## src/rtl/fir_resp_pkg.sv

```systemverilog
// Shared definitions for the FIR AXI-Lite/AXI-Stream responder:
// Lite FSM states, register byte addresses and ap_ctrl bit positions.
package fir_resp_pkg;

    typedef enum logic [2:0] {
        S_IDLE,
        S_AW,
        S_W,
        S_AR,
        S_R
    } lite_state_e;

    localparam int ADDR_CTRL     = 32'h000;
    localparam int ADDR_LEN      = 32'h010;
    localparam int ADDR_CNT      = 32'h014;
    localparam int ADDR_TAP_BASE = 32'h080;

    localparam int CTRL_START = 0;
    localparam int CTRL_DONE  = 1;
    localparam int CTRL_IDLE  = 2;

endpackage

```

## src/rtl/axil_axis_fir_responder_sync_fifo.sv

```systemverilog
// Single-clock FIFO with first-word-fall-through head (dout_o).
// Ports: clk_i, rst_i (async, high), push_i/din_i, pop_i/dout_o,
// full_o, empty_o. Push when full and pop when empty are ignored.
module sync_fifo #(
    parameter int WIDTH = 32,
    parameter int DEPTH = 4
) (
    input  logic             clk_i,
    input  logic             rst_i,
    input  logic             push_i,
    input  logic [WIDTH-1:0] din_i,
    input  logic             pop_i,
    output logic [WIDTH-1:0] dout_o,
    output logic             full_o,
    output logic             empty_o
);

    localparam int AW = $clog2(DEPTH);
    localparam logic [AW:0] FULL_CNT = (AW+1)'(DEPTH);

    logic [WIDTH-1:0] mem_q [DEPTH];
    logic [AW-1:0]    wptr_q;
    logic [AW-1:0]    rptr_q;
    logic [AW:0]      cnt_q;
    logic [AW:0]      cnt_d;
    logic             do_push;
    logic             do_pop;

    assign full_o  = (cnt_q == FULL_CNT);
    assign empty_o = (cnt_q == '0);
    assign do_push = push_i && !full_o;
    assign do_pop  = pop_i && !empty_o;
    assign dout_o  = mem_q[rptr_q];

    always_comb begin
        cnt_d = cnt_q;
        if (do_push && !do_pop) begin
            cnt_d = cnt_q + 1'b1;
        end else if (do_pop && !do_push) begin
            cnt_d = cnt_q - 1'b1;
        end
    end

    // Pointers are log2(DEPTH) wide, so they wrap modulo DEPTH.
    always_ff @(posedge clk_i or posedge rst_i) begin
        if (rst_i) begin
            for (int i = 0; i < DEPTH; i++) begin
                mem_q[i] <= '0;
            end
            wptr_q <= '0;
            rptr_q <= '0;
            cnt_q  <= '0;
        end else begin
            if (do_push) begin
                mem_q[wptr_q] <= din_i;
                wptr_q        <= wptr_q + 1'b1;
            end
            if (do_pop) begin
                rptr_q <= rptr_q + 1'b1;
            end
            cnt_q <= cnt_d;
        end
    end

endmodule

```

## src/rtl/axil_axis_fir_responder.sv

```systemverilog
// AXI-Lite register slave plus AXI-Stream in/out FIFOs for the FIR MAC.
// Ports: Lite aw/w/ar/r channels, ss_* input stream, sm_* output stream,
// core_* MAC-side start/length/tap/stream interface. wb_clk_i, wb_rst_i
// (async, high). FIR_RESP_BEATCNT_EN maps beat_cnt read-only at 0x014.
module axil_axis_fir_responder
    import fir_resp_pkg::*;
#(
    parameter int pADDR_WIDTH = 12,
    parameter int pDATA_WIDTH = 32,
    parameter int Tape_Num    = 11,
    parameter int FIFO_DEPTH  = 4
) (
    input  logic                   wb_clk_i,
    input  logic                   wb_rst_i,
    input  logic                   awvalid,
    output logic                   awready,
    input  logic [pADDR_WIDTH-1:0] awaddr,
    input  logic                   wvalid,
    output logic                   wready,
    input  logic [pDATA_WIDTH-1:0] wdata,
    input  logic                   arvalid,
    output logic                   arready,
    input  logic [pADDR_WIDTH-1:0] araddr,
    output logic                   rvalid,
    input  logic                   rready,
    output logic [pDATA_WIDTH-1:0] rdata,
    input  logic                   ss_tvalid,
    output logic                   ss_tready,
    input  logic [pDATA_WIDTH-1:0] ss_tdata,
    input  logic                   ss_tlast,
    output logic                   sm_tvalid,
    input  logic                   sm_tready,
    output logic [pDATA_WIDTH-1:0] sm_tdata,
    output logic                   sm_tlast,
    output logic                   core_start,
    output logic [31:0]            core_length,
    input  logic [3:0]             core_tap_idx,
    output logic [pDATA_WIDTH-1:0] core_tap_coef,
    output logic                   core_in_valid,
    input  logic                   core_in_ready,
    output logic [pDATA_WIDTH-1:0] core_in_data,
    input  logic                   core_out_valid,
    output logic                   core_out_ready,
    input  logic [pDATA_WIDTH-1:0] core_out_data
);

    lite_state_e            state_q;
    lite_state_e            state_d;
    logic [pADDR_WIDTH-1:0] addr_q;
    logic [pDATA_WIDTH-1:0] rdata_q;
    logic [pDATA_WIDTH-1:0] rd_mux;
    logic [pDATA_WIDTH-1:0] taps_q [Tape_Num];
    logic [31:0]            len_q;
    logic [31:0]            beat_cnt_q;
    logic                   ap_idle_q;
    logic                   ap_done_q;
    logic                   core_start_q;

    logic [pADDR_WIDTH-3:0] word;
    logic                   is_ctrl;
    logic                   is_len;
    logic [Tape_Num-1:0]    tap_hit;
    logic                   wr_fire;
    logic                   start_fire;
    logic                   cfg_wr;
    logic                   rd_ctrl_fire;
    logic                   sm_hs;
    logic                   last_beat;

    logic                   in_full;
    logic                   in_empty;
    logic                   out_full;
    logic                   out_empty;
    logic                   unused_ok;

    assign unused_ok = ^{ss_tlast, addr_q[1:0]};

    // Word-address decode of the latched Lite address.
    assign word    = addr_q[pADDR_WIDTH-1:2];
    assign is_ctrl = (int'(word) == (ADDR_CTRL >> 2));
    assign is_len  = (int'(word) == (ADDR_LEN >> 2));

    always_comb begin
        tap_hit = '0;
        for (int i = 0; i < Tape_Num; i++) begin
            tap_hit[i] = (int'(word) == (ADDR_TAP_BASE >> 2) + i);
        end
    end

    always_ff @(posedge wb_clk_i or posedge wb_rst_i) begin
        if (wb_rst_i) begin
            state_q <= S_IDLE;
        end else begin
            state_q <= state_d;
        end
    end

    always_comb begin
        state_d = state_q;
        awready = 1'b0;
        wready  = 1'b0;
        arready = 1'b0;
        rvalid  = 1'b0;
        unique case (state_q)
            S_IDLE: begin
                if (awvalid) begin
                    state_d = S_AW;
                end else if (arvalid) begin
                    state_d = S_AR;
                end
            end
            S_AW: begin
                awready = 1'b1;
                state_d = S_W;
            end
            S_W: begin
                wready = 1'b1;
                if (wvalid) begin
                    state_d = S_IDLE;
                end
            end
            S_AR: begin
                arready = 1'b1;
                state_d = S_R;
            end
            S_R: begin
                rvalid = 1'b1;
                if (rready) begin
                    state_d = S_IDLE;
                end
            end
            default: state_d = S_IDLE;
        endcase
    end

    assign wr_fire      = (state_q == S_W) && wvalid;
    assign start_fire   = wr_fire && is_ctrl && wdata[CTRL_START] && ap_idle_q;
    assign cfg_wr       = wr_fire && ap_idle_q;
    assign rd_ctrl_fire = (state_q == S_R) && rready && is_ctrl;

    always_comb begin
        rd_mux = '0;
        if (is_ctrl) begin
            rd_mux[CTRL_DONE] = ap_done_q;
            rd_mux[CTRL_IDLE] = ap_idle_q;
        end else if (is_len) begin
            rd_mux = pDATA_WIDTH'(len_q);
        end
`ifdef FIR_RESP_BEATCNT_EN
        else if (int'(word) == (ADDR_CNT >> 2)) begin
            rd_mux = pDATA_WIDTH'(beat_cnt_q);
        end
`endif
        for (int i = 0; i < Tape_Num; i++) begin
            if (tap_hit[i]) begin
                rd_mux = taps_q[i];
            end
        end
    end

    always_ff @(posedge wb_clk_i or posedge wb_rst_i) begin
        if (wb_rst_i) begin
            addr_q  <= '0;
            rdata_q <= '0;
        end else begin
            if (state_q == S_IDLE) begin
                if (awvalid) begin
                    addr_q <= awaddr;
                end else if (arvalid) begin
                    addr_q <= araddr;
                end
            end
            if (state_q == S_AR) begin
                rdata_q <= rd_mux;
            end
        end
    end

    // Configuration registers only accept writes while idle.
    always_ff @(posedge wb_clk_i or posedge wb_rst_i) begin
        if (wb_rst_i) begin
            len_q <= '0;
            for (int i = 0; i < Tape_Num; i++) begin
                taps_q[i] <= '0;
            end
        end else if (cfg_wr) begin
            if (is_len) begin
                len_q <= wdata[31:0];
            end
            for (int i = 0; i < Tape_Num; i++) begin
                if (tap_hit[i]) begin
                    taps_q[i] <= wdata;
                end
            end
        end
    end

    assign sm_hs     = sm_tvalid && sm_tready;
    assign last_beat = (beat_cnt_q == len_q - 32'd1);

    // Completion sets done before a concurrent ctrl read may clear it,
    // since that read captured the pre-completion status.
    always_ff @(posedge wb_clk_i or posedge wb_rst_i) begin
        if (wb_rst_i) begin
            ap_idle_q    <= 1'b1;
            ap_done_q    <= 1'b0;
            core_start_q <= 1'b0;
            beat_cnt_q   <= '0;
        end else begin
            core_start_q <= start_fire;
            if (start_fire) begin
                ap_idle_q  <= 1'b0;
                ap_done_q  <= 1'b0;
                beat_cnt_q <= '0;
            end else begin
                if (sm_hs) begin
                    beat_cnt_q <= beat_cnt_q + 32'd1;
                end
                if (!ap_idle_q && (len_q == '0)) begin
                    ap_idle_q <= 1'b1;
                    ap_done_q <= 1'b1;
                end else if (!ap_idle_q && sm_hs && last_beat) begin
                    ap_idle_q <= 1'b1;
                    ap_done_q <= 1'b1;
                end else if (rd_ctrl_fire) begin
                    ap_done_q <= 1'b0;
                end
            end
        end
    end

    always_comb begin
        core_tap_coef = '0;
        for (int i = 0; i < Tape_Num; i++) begin
            if (int'(core_tap_idx) == i) begin
                core_tap_coef = taps_q[i];
            end
        end
    end

    assign rdata          = rdata_q;
    assign core_start     = core_start_q;
    assign core_length    = len_q;
    assign ss_tready      = !ap_idle_q && !in_full;
    assign core_in_valid  = !in_empty;
    assign core_out_ready = !out_full;
    assign sm_tvalid      = !out_empty;
    assign sm_tlast       = sm_tvalid && last_beat;

    sync_fifo #(
        .WIDTH (pDATA_WIDTH),
        .DEPTH (FIFO_DEPTH)
    ) u_in_fifo (
        .clk_i   (wb_clk_i),
        .rst_i   (wb_rst_i),
        .push_i  (ss_tvalid && ss_tready),
        .din_i   (ss_tdata),
        .pop_i   (core_in_valid && core_in_ready),
        .dout_o  (core_in_data),
        .full_o  (in_full),
        .empty_o (in_empty)
    );

    sync_fifo #(
        .WIDTH (pDATA_WIDTH),
        .DEPTH (FIFO_DEPTH)
    ) u_out_fifo (
        .clk_i   (wb_clk_i),
        .rst_i   (wb_rst_i),
        .push_i  (core_out_valid),
        .din_i   (core_out_data),
        .pop_i   (sm_hs),
        .dout_o  (sm_tdata),
        .full_o  (out_full),
        .empty_o (out_empty)
    );

endmodule

```

## config.mk

```make
export PLATFORM = sky130hd
export DESIGN_NAME = axil_axis_fir_responder
export DESIGN_NICKNAME = d
export VERILOG_FILES = /design/src/rtl/fir_resp_pkg.sv /design/src/rtl/axil_axis_fir_responder_sync_fifo.sv /design/src/rtl/axil_axis_fir_responder.sv
export SDC_FILE = /design/constraint.sdc
export NUM_CORES = 2
export LEC_CHECK = 0
export BUFFER_PORTS_ARGS = -buffer_cell sky130_fd_sc_hd__buf_4
export CAP_MARGIN = 20
export CORE_MARGIN = 2
export CORE_UTILIZATION = 50
export DETAILED_ROUTE_END_ITERATION = 10
export PLACE_DENSITY = 0.79
export SYNTH_ARGS = -nofsm -noshare
export SYNTH_HDL_FRONTEND = slang
export SYNTH_SLANG_ARGS = --single-unit
```

## constraint.sdc

```tcl
create_clock -name wb_clk_i -period 65.5 [get_ports wb_clk_i]
set_input_delay 0 -clock wb_clk_i [delete_from_list [all_inputs] [get_ports wb_clk_i]]
set_output_delay 0 -clock wb_clk_i [all_outputs]
set_load 0.005 [all_outputs]
```

==> summary.txt <==
Run status
  – Status: completed

Floorplanning
  – Horiz. Die Dim: 275 um
  – I/O pin cnt: slightly above 300
  – Core ar.: around 73000 sq um
  – Starting Density: 50.5%
  – DIE AREA: roughly 76000 sq um
  – Rows: between 90 and 100
  – Die Y: approximately 280 um

Route
  – Vias post-DR: around 28k
  – First-pass DRT Iterations: 6
  – DR WL/cell: roughly 26 um
  – Residual DRC: 0
  – Final WL: 112000 um
  – Starting DRT DRC Count: 3580
  – Final ANT Viol Nets: 0
  – Vias per cell: between 6 and 7

CTS
  – Setup Fix Bufs, Post-CTS: 0
  – Clock-pin slew on the worst setup and hold paths: 0.06 ns
  – Post-cts resize count: 0
  – CTS tree: yes
  – Clock Path Buffers: 3
  – Root Buffer: clkbuf_16
  – H-tree depth: 3
  – Worst skew pair latency: about 0.64 ns
  – CTS buffer count: 80
  – Hold buffers post-CTS: between 100 and 150
  – Sink Count: between 700 and 800

Run
  – Maximum Capacitance Violations: 0

Placed design
  – Port bufs: between 200 and 300
  – Hpwl dp: about 66000 um
  – RePlAce Congestion: about 0.9
  – Pre-CTS setup slack: between 60 and 70 ns

STA
  – Max_slew headroom: between 10% and 20%
  – Peak Freq: between 200 and 250 MHz
  – Fin. max-slew vios: 0
  – Final WS setup: between 60 and 70 ns
  – Post-Route Skew: about 0.027 ns
  – RSZ-0062 raised after global routing: false
  – Fin Setup TNS: 0 ns
  – Final period util: roughly 6.4%
  – Final Hold Fails: 0
  – Final setup violation count: 0
  – Final min period: about 4.2 ns
  – Worst slew pin tran: 1.21 ns

GRT
  – Initial antenna violation count: 1
  – Grt ovf: 0
  – First-pass GRT wire length: roughly 170000 um
  – Vias in the first global route: ~29k
  – Total Routing Usage GR: between 20% and 30%
  – Pin count of the biggest net entering global routing: between 150 and 200

Setup path
  – CP top delay family: simple AND/OR/NAND/NOR gates
  – Slowest cell on the critical path: nand3_2
  – Critical path arrival: 4.71 ns
  – CP most frequent cell: buf_4
  – CP Launch Type: flip-flop
  – Max stage delay on crit path: just under 1 ns
  – Worst endpoint required time: 66.00 ns
  – Bufs and invs on worst path: 2
  – Worst setup path category: flip-flop to flip-flop
  – CP Cell Sequence: buf_4 -> or4_1 -> buf_4 -> nand3_2 -> a221oi_1 -> a21oi_1
  – Max FO, Critical Path: 61
  – Element type at the critical path end: flip-flop

Pwr
  – Worst VDD drop: 0.0000365 V
  – Pleak: between 20 and 25 nW
  – Overall power: ~1.3 mW
  – Pwr dens: around 31 nW/um^2

Synth
  – Main flop type after synthesis: dfrtp_1
  – Post-synthesis sequential area ratio: 50.0%
  – Yosys top cell area share: between 40% and 50%
  – Post-synthesis register bit count: approximately 730
  – Mapped Area: 36800 sq um
  – Syn Nets: between 3k and 4k
  – Synth cell types: 75
  – Largest area contributor in the netlist: dfrtp_1
  – Area contributors post-synth: dfrtp_1 50%, mux2_2 11%, mux2_1 9.6%
  – Number of synthesized flops with an enable pin: 0
  – Average size of a mapped cell: 12.3 sq um
  – Asr flop ratio synth: 100%
  – Cell count after synthesis: 2986
  – Yosys warning count: 0

Hold path
  – Class of the worst hold path: input port to async pin

Final layout
  – Util after Layout: 60.0%
  – Fraction of layout cells with a size suffix above 1: slightly below 30%
  – Fill cells: around 5.5k
  – Final Net Count: approximately 3.5k
  – Area Overhead vs Synth: 18.9%
[cell usage after synthesis, types with 35 or more instances]
cell / n
nand3_1: 38
xnor2_1: 39
mux2_1: 312
buf_2: 38
mux2_2: 349
o22ai_1: 36
o21ai_0: 61
a22oi_1: 87
a211oi_1: 48
clkbuf_1: 149
xor2_1: 39
nor2_1: 155
nand2b_1: 35
mux4_2: 75
buf_1: 53
a221oi_1: 38
nor3_1: 51
nand2_1: 126
a21oi_1: 135
dfrtp_1: 733
[worst paths after layout]
path                                    startpoint              endpoint  slack [ns]  depth (start not counted)
max in group asynchronous                 wb_rst_i           taps_q[287]       61.59                          7
worst min-delay path                      wb_rst_i  u_in_fifo.mem_q[101]        0.07                          3
min in group wb_clk_i                      awvalid            state_q[0]        0.07                          4
worst min register to register  u_in_fifo.cnt_q[2]    u_in_fifo.cnt_q[2]        0.49                          1
worst max-delay path                     addr_q[2]             rdata[19]       61.30                          6
worst max register to register           addr_q[2]             rdata[19]       61.30                          6
[state kept, by name, indices dropped and copies added, names as in the netlist, 10 cells and up]
name,count
taps_q,352
u_in_fifo.mem_q,128
u_out_fifo.mem_q,128
beat_cnt_q,32
core_length,32
rdata,32
addr_q,10
[power breakdown]
part / switching [mW] / total (mW) / internal (mW)
clock: 0.193 / 0.456 / 0.262
combinational: 0.150 / 0.319 / 0.168
sequential: 0.0528 / 0.568 / 0.515
[worst min-delay path, cell delays in order]
cell and delay (ns):
dlygate4sd3_1 0.54, buf_4 0.16, inv_8 0.51
[per-stage QoR]
step	area (sq um)	hold WS, ns	instances
after CTS	43600	0.00524	4329
final	43700	0.0685	4336
after detailed placement	39700	0.209	4054
after floorplan	36800	0.135	2986
after global routing	43700	0.123	4334
after global placement	39700	0.210	4053
[cells in the final DEF (no fill, tap or decap), types with 18 or more instances in the layout]
cell             n
o22ai_1         36
clkbuf_1        20
clkbuf_16       81
a22oi_1         87
a211oi_1        48
dfrtp_1        728
mux2i_1         20
o221ai_1        34
mux2_1         312
nor3_1          48
nand2b_1        35
mux2_2         349
nand3_1         36
a221oi_1        38
inv_1           23
xor2_1          39
dlygate4sd3_1  128
o21ai_0         61
o2bb2ai_1       27
a21oi_1        135
xnor2_1         39
mux2_4          30
buf_4          361
clkbuf_8        18
nor2_1         148
mux4_2          75
nand2_1        126
[per-layer routing]
layer  track usage [%]  share of wire [%]  vias up
li1                  -                  -    11800
met1              37.8                 39    14300
met2              46.2                 47     1592
met3              8.29                 11      330
met4              13.1                4.1        0
met5                 0                  0        -
[layout make-up]
type / count / area (sq um) / share of cell area, %
Tap cell: 959 / 1200 / 2.74
Antenna cell: 3 / 7.51 / 0.0172
Multi-Input combinational cell: 1974 / 17300 / 39.6
Timing Repair Buffer: 494 / 4090 / 9.34
Sequential cell: 734 / 18400 / 42.0
Clock inverter: 28 / 294 / 0.672
Inverter: 25 / 101 / 0.232
Clock buffer: 119 / 2350 / 5.37
[cell families (layout without fill, tap and decap cells)]
logic type | Yosys count | count (layout) | synth area share (%)
buf+inv | 278 | 666 | 3.19
flops | 734 | 734 | 50.0
other cells | 0 | 3 | 0
xor+xnor | 78 | 78 | 1.86
mux | 786 | 786 | 26.6
compound gates | 553 | 553 | 10.4
simple gates | 542 | 542 | 7.43
fa+ha+maj | 15 | 15 | 0.551
Power figures use the tool's default switching activity.
